$ cat config.mk
export PLATFORM = sky130hd
export DESIGN_NAME = score_accumulator
export DESIGN_NICKNAME = d
export VERILOG_FILES = /design/src/rtl/score_accumulator.sv
export SDC_FILE = /design/constraint.sdc
export NUM_CORES = 1
export LEC_CHECK = 0
export CAP_MARGIN = 0
export CORE_ASPECT_RATIO = 1.2
export CORE_MARGIN = 3
export CORE_UTILIZATION = 40
export DETAILED_ROUTE_END_ITERATION = 10
export PLACE_DENSITY = 0.63
export SLEW_MARGIN = 20
export SYNTH_ARGS = -nofsm -noshare
export SYNTH_HDL_FRONTEND = slang
export SYNTH_SLANG_ARGS = --single-unit
$ cat constraint.sdc
create_clock -name clk -period 7.8 [get_ports clk]
set_input_delay 0.78 -clock clk [delete_from_list [all_inputs] [get_ports clk]]
set_output_delay 0.78 -clock clk [all_outputs]
set_load 0.03 [all_outputs]
$ cat src/rtl/score_accumulator.sv
// score_accumulator: saturating Pac-Man score engine with ghost combo, high score and extra-life awards
module score_accumulator #(
    parameter int unsigned WIDTH      = 24,
    parameter int unsigned DOT_PTS    = 10,
    parameter int unsigned PELLET_PTS = 50,
    parameter int unsigned FRUIT_PTS  = 100,
    parameter int unsigned GHOST_BASE = 200,
    parameter int unsigned COMBO_MAX  = 3,
    parameter int unsigned LIFE_STEP  = 10000
) (
    input  logic             clk,
    input  logic             reset_n,
    input  logic             clear,
    input  logic             event_valid,
    input  logic [1:0]       event_type,
    input  logic             power_end,
    output logic [WIDTH-1:0] score,
    output logic [WIDTH-1:0] high_score,
    output logic [1:0]       combo,
    output logic             extra_life,
    output logic             saturated
);
    localparam int unsigned XW = (WIDTH > 31 ? WIDTH : 31) + 2;
    localparam logic [XW-1:0] LIM = XW'(1) << WIDTH;
    localparam logic [XW-1:0] MAXS = LIM - XW'(1);
    localparam logic [WIDTH:0] LIFE_INIT = (WIDTH+1)'(XW'(LIFE_STEP) > MAXS ? LIM : XW'(LIFE_STEP));
    logic [WIDTH-1:0] score_q, score_d, high_q, high_d, new_score;
    logic [WIDTH:0]   next_life_q, next_life_d;
    logic [1:0]       combo_q, combo_d;
    logic             life_q, life_d, sat_q, sat_d, ovf, award, ghost;
    logic [XW-1:0]    pts, sum, nl_inc;
    // Score the event, clamp on overflow, and advance combo / life threshold; next_life parks at 2^WIDTH once out of reach
    always_comb begin
        pts = event_type == 2'd0 ? XW'(DOT_PTS) : event_type == 2'd1 ? XW'(PELLET_PTS) :
              event_type == 2'd2 ? XW'(FRUIT_PTS) : XW'(GHOST_BASE) << combo_q;
        sum = XW'(score_q) + pts;
        ovf = sum > MAXS;
        new_score = ovf ? '1 : sum[WIDTH-1:0];
        award = LIFE_STEP != 0 && XW'(new_score) >= XW'(next_life_q);
        nl_inc = XW'(next_life_q) + XW'(LIFE_STEP);
        ghost = event_valid && event_type == 2'd3;
        score_d = clear ? '0 : event_valid ? new_score : score_q;
        high_d = !clear && event_valid && new_score > high_q ? new_score : high_q;
        combo_d = clear || power_end || (event_valid && event_type == 2'd1) ? 2'd0 :
                  ghost && combo_q != 2'(COMBO_MAX) ? combo_q + 2'd1 : combo_q;
        life_d = !clear && event_valid && award;
        sat_d = !clear && (sat_q || (event_valid && ovf));
        next_life_d = clear ? LIFE_INIT : life_d ? (WIDTH+1)'(nl_inc > LIM ? LIM : nl_inc) : next_life_q;
    end
    // State registers, all cleared asynchronously
    always_ff @(posedge clk or negedge reset_n) begin
        if (!reset_n) begin
            score_q     <= '0;
            high_q      <= '0;
            combo_q     <= 2'd0;
            life_q      <= 1'b0;
            sat_q       <= 1'b0;
            next_life_q <= LIFE_INIT;
        end else begin
            score_q     <= score_d;
            high_q      <= high_d;
            combo_q     <= combo_d;
            life_q      <= life_d;
            sat_q       <= sat_d;
            next_life_q <= next_life_d;
        end
    end
    assign score      = score_q;
    assign high_score = high_q;
    assign combo      = combo_q;
    assign extra_life = life_q;
    assign saturated  = sat_q;
endmodule

==> results_dict.tcl <==
set metrics [dict create \
    io-pin-count 59 \
    fin_skew_ns 0.008384 \
    hold_violations 0 \
    setup_tns_ns 0 \
    wl_um 15310 \
    synthCells 638 \
    drt-initial-drc-count 204 \
    min_path_type "reg2reg" \
    path_max_fanout 18 \
    period_needed_ns 5.915 \
    htree_levels 3 \
    max_slew_margin_pct 24.08 \
    grtUsageTotal_pct 20.29 \
    max_freq_mhz 169.1 \
    netlist_area_mm2 0.005680 \
    drt_pass1_iterations 5 \
    root_buffer "clkbuf_16" \
    power.leakage_uw 0.002978 \
    final_nets 754 \
    dr_total_vias 5032 \
    dieWidth_um 114.8 \
    grt_pass1_vias 5157 \
    synth_edf_count 0 \
    dpl.hpwl_um 11550 \
    drv_cap 0 \
    fp-row-count 47 \
    synth_ff_type "dfrtp_1" \
    numPortBuffers 58 \
    synth-seq-cells 73 \
    place.gp.congestion 0.8934 \
    path_class "in2reg" \
    cpMostUsedCell "o21ai_0" \
    vias_per_cell 5.838 \
    tightest_slew_ns 1.139 \
    clock_path_buffers 2 \
    cts.sinks 73 \
    drv_slew 0 \
    postCtsSetupBuffers 0 \
    clk_pin_slew_worst_paths_ns 0.06 \
    rsz0062_at_grt "no" \
    yosys_warnings 0 \
    status "completed" \
    core_mm2 0.01388 \
    clkLatencyLatePin_ns 0.34 \
    grt_max_degree 74 \
    timing.final.crit_share_pct 75.83 \
    ys_seq_area_share_pct 32.27 \
    antenna_found_initial 0 \
    path_cells "clkdlybuf4s50_1, inv_1, ha_1, inv_1, fa_1, nor2b_1, o21ai_0, a21oi_1, o21a_1, a31oi_1, o21ai_0, ha_1, nor2b_1, o21ai_0, o311ai_0, buf_4, nand2_1, clkinv_1, buf_4, and3_1, a2111oi_0" \
    fp.dieH_um 136.5 \
    routedWlPerCell_um 17.76 \
    finalSetupViolations 0 \
    instances_no_fill 862 \
    drc 0 \
    area_growth_pct 18.74 \
    dp_cells 846 \
    cts_resized 0 \
    diodes 0 \
    start_util_pct 40.93 \
    startpoint_type "input port" \
    ys_types 65 \
    avgSynthCellArea_um2 8.904 \
    vdd_drop_max_uv 144.0 \
    cts_tree "yes" \
    grt_first_pass_wirelength_um 25540 \
    ys_top_cells_by_area "dfrtp_1 (30%), ha_1 (13%), mux2_2 (5.2%)" \
    holdBufCountCts 0 \
    dieArea_mm2 0.01567 \
    required_ns 8.01 \
    powerDensity_mw_per_mm2 198.6 \
    cp_data_arrival_time_ns 6.13 \
    worst_setup_path_end_kind "register" \
    synth_top_area_share_pct 29.96 \
    ant_nets 0 \
    cp_slowest_stage_delay_ns 0.53 \
    gr-total-overflow 0 \
    cts_made_buffers 9 \
    yosys.area.top_type "dfrtp_1" \
    drive_gt1_share_pct 9.841 \
    async_flop_share_pct 100.0 \
    syn_nets 706 \
    crit_slowest_cell "clkdlybuf4s50_1" \
]
==> critical path, delay by kind of cell <==
kind,cells,cell delay [ns]
compound gates,8,2.33
buf+inv,6,1.53
simple gates,4,0.55
fa+ha+maj,3,0.93
==> final cells by class <==
class,instances,area (µm²)
clock buffer,9,225.2
tap,171,214.0
sequential,73,1833
clock inverter,7,102.6
fill,1339,7133
timing repair buffer,65,630.6
inverter,58,217.7
multi-input combinational,479,3522
==> report_power, final <==
group	internal, µW	total [µW]	switching [µW]
Clock	284	459	175
Combinational	182	426	244
Sequential	418	455	36.7
==> per-layer routing <==
metal  GRT usage (%)  share of wire [%]  up-vias
li1                -                  -     2473
met2           36.50                 52      102
met5               0                  0        -
met1           24.65                 42     2432
met3           3.273                3.7       25
met4           6.458                2.3        0
==> cells in the final DEF (no fill, tap or decap), types with 6 or more instances in the layout <==
cell | netlist | layout
a211oi_1 | 7 | 7
a21o_1 | 10 | 10
a21oi_1 | 51 | 51
a311oi_1 | 17 | 17
a31oi_1 | 14 | 14
and2_1 | 9 | 9
and3_1 | 13 | 13
and4_1 | 6 | 6
buf_4 | 1 | 8
clkbuf_16 | 0 | 9
clkdlybuf4s50_1 | 0 | 57
dfrtp_1 | 68 | 68
ha_1 | 60 | 60
inv_1 | 56 | 56
mux2_2 | 26 | 26
nand2_1 | 37 | 37
nand2b_1 | 7 | 7
nand3_1 | 21 | 21
nand4_1 | 11 | 11
nor2_1 | 49 | 49
nor2b_1 | 9 | 9
nor3_1 | 19 | 19
nor4_1 | 6 | 6
o21a_1 | 10 | 10
o21ai_0 | 21 | 21
o32ai_1 | 6 | 6
xnor2_1 | 10 | 10
==> synthesized netlist by cell type (all sizes together), types with 12 or more instances <==
library cell	n
nand3	22
mux2	26
nand4	12
o21ai	22
a31oi	14
inv	56
dfrtp	68
ha	60
nor2	49
a21oi	51
a311oi	17
nor3	19
nand2	37
and3	13
clkbuf	23
==> through the flow <==
| step | hold slack, ns | setup slack (ns) | area [µm²] | power (µW) | utilization (%) |
|---|---|---|---|---|---|
| after floorplan | 0.4770 | 2.324 | 5680 | 732.0 | - |
| after global placement | 0.4856 | 1.588 | 6417 | 884.0 | 46.24 |
| after detailed placement | 0.4910 | 1.495 | 6417 | 891.2 | 46.24 |
| after CTS | 0.5080 | 1.898 | 6745 | 1358 | 48.60 |
| after global routing | 0.5366 | 1.226 | 6745 | 1416 | 48.60 |
| final | 0.4986 | 1.885 | 6745 | 1340 | 48.60 |
==> kinds of logic after synthesis <==
family,share of synthesized area [%]
flops,32.27
compound gates,22.18
fa+ha+maj,13.57
buf+inv,5.793
simple gates,17.84
mux,6.035
xor+xnor,2.313
==> sequential cells by signal, indices dropped and copies added, names as in the netlist <==
signal       flops
combo            2
high_score      24
extra_life       1
saturated        1
score           24
next_life_q     21
==> final timing paths <==
path	start	to	slack, ns	cells after the start
setup / recovery	event_type[1]	next_life_q[14]	1.89	21
hold reg to reg	saturated	saturated	0.50	2
setup reg to reg	combo[0]	next_life_q[14]	2.28	22
max in group asynchronous	reset_n	score[6]	6.59	1
min in group asynchronous	reset_n	next_life_q[23]	0.59	1
hold / removal	saturated	saturated	0.50	2
Note: power is estimated with default switching activity, not from simulation.
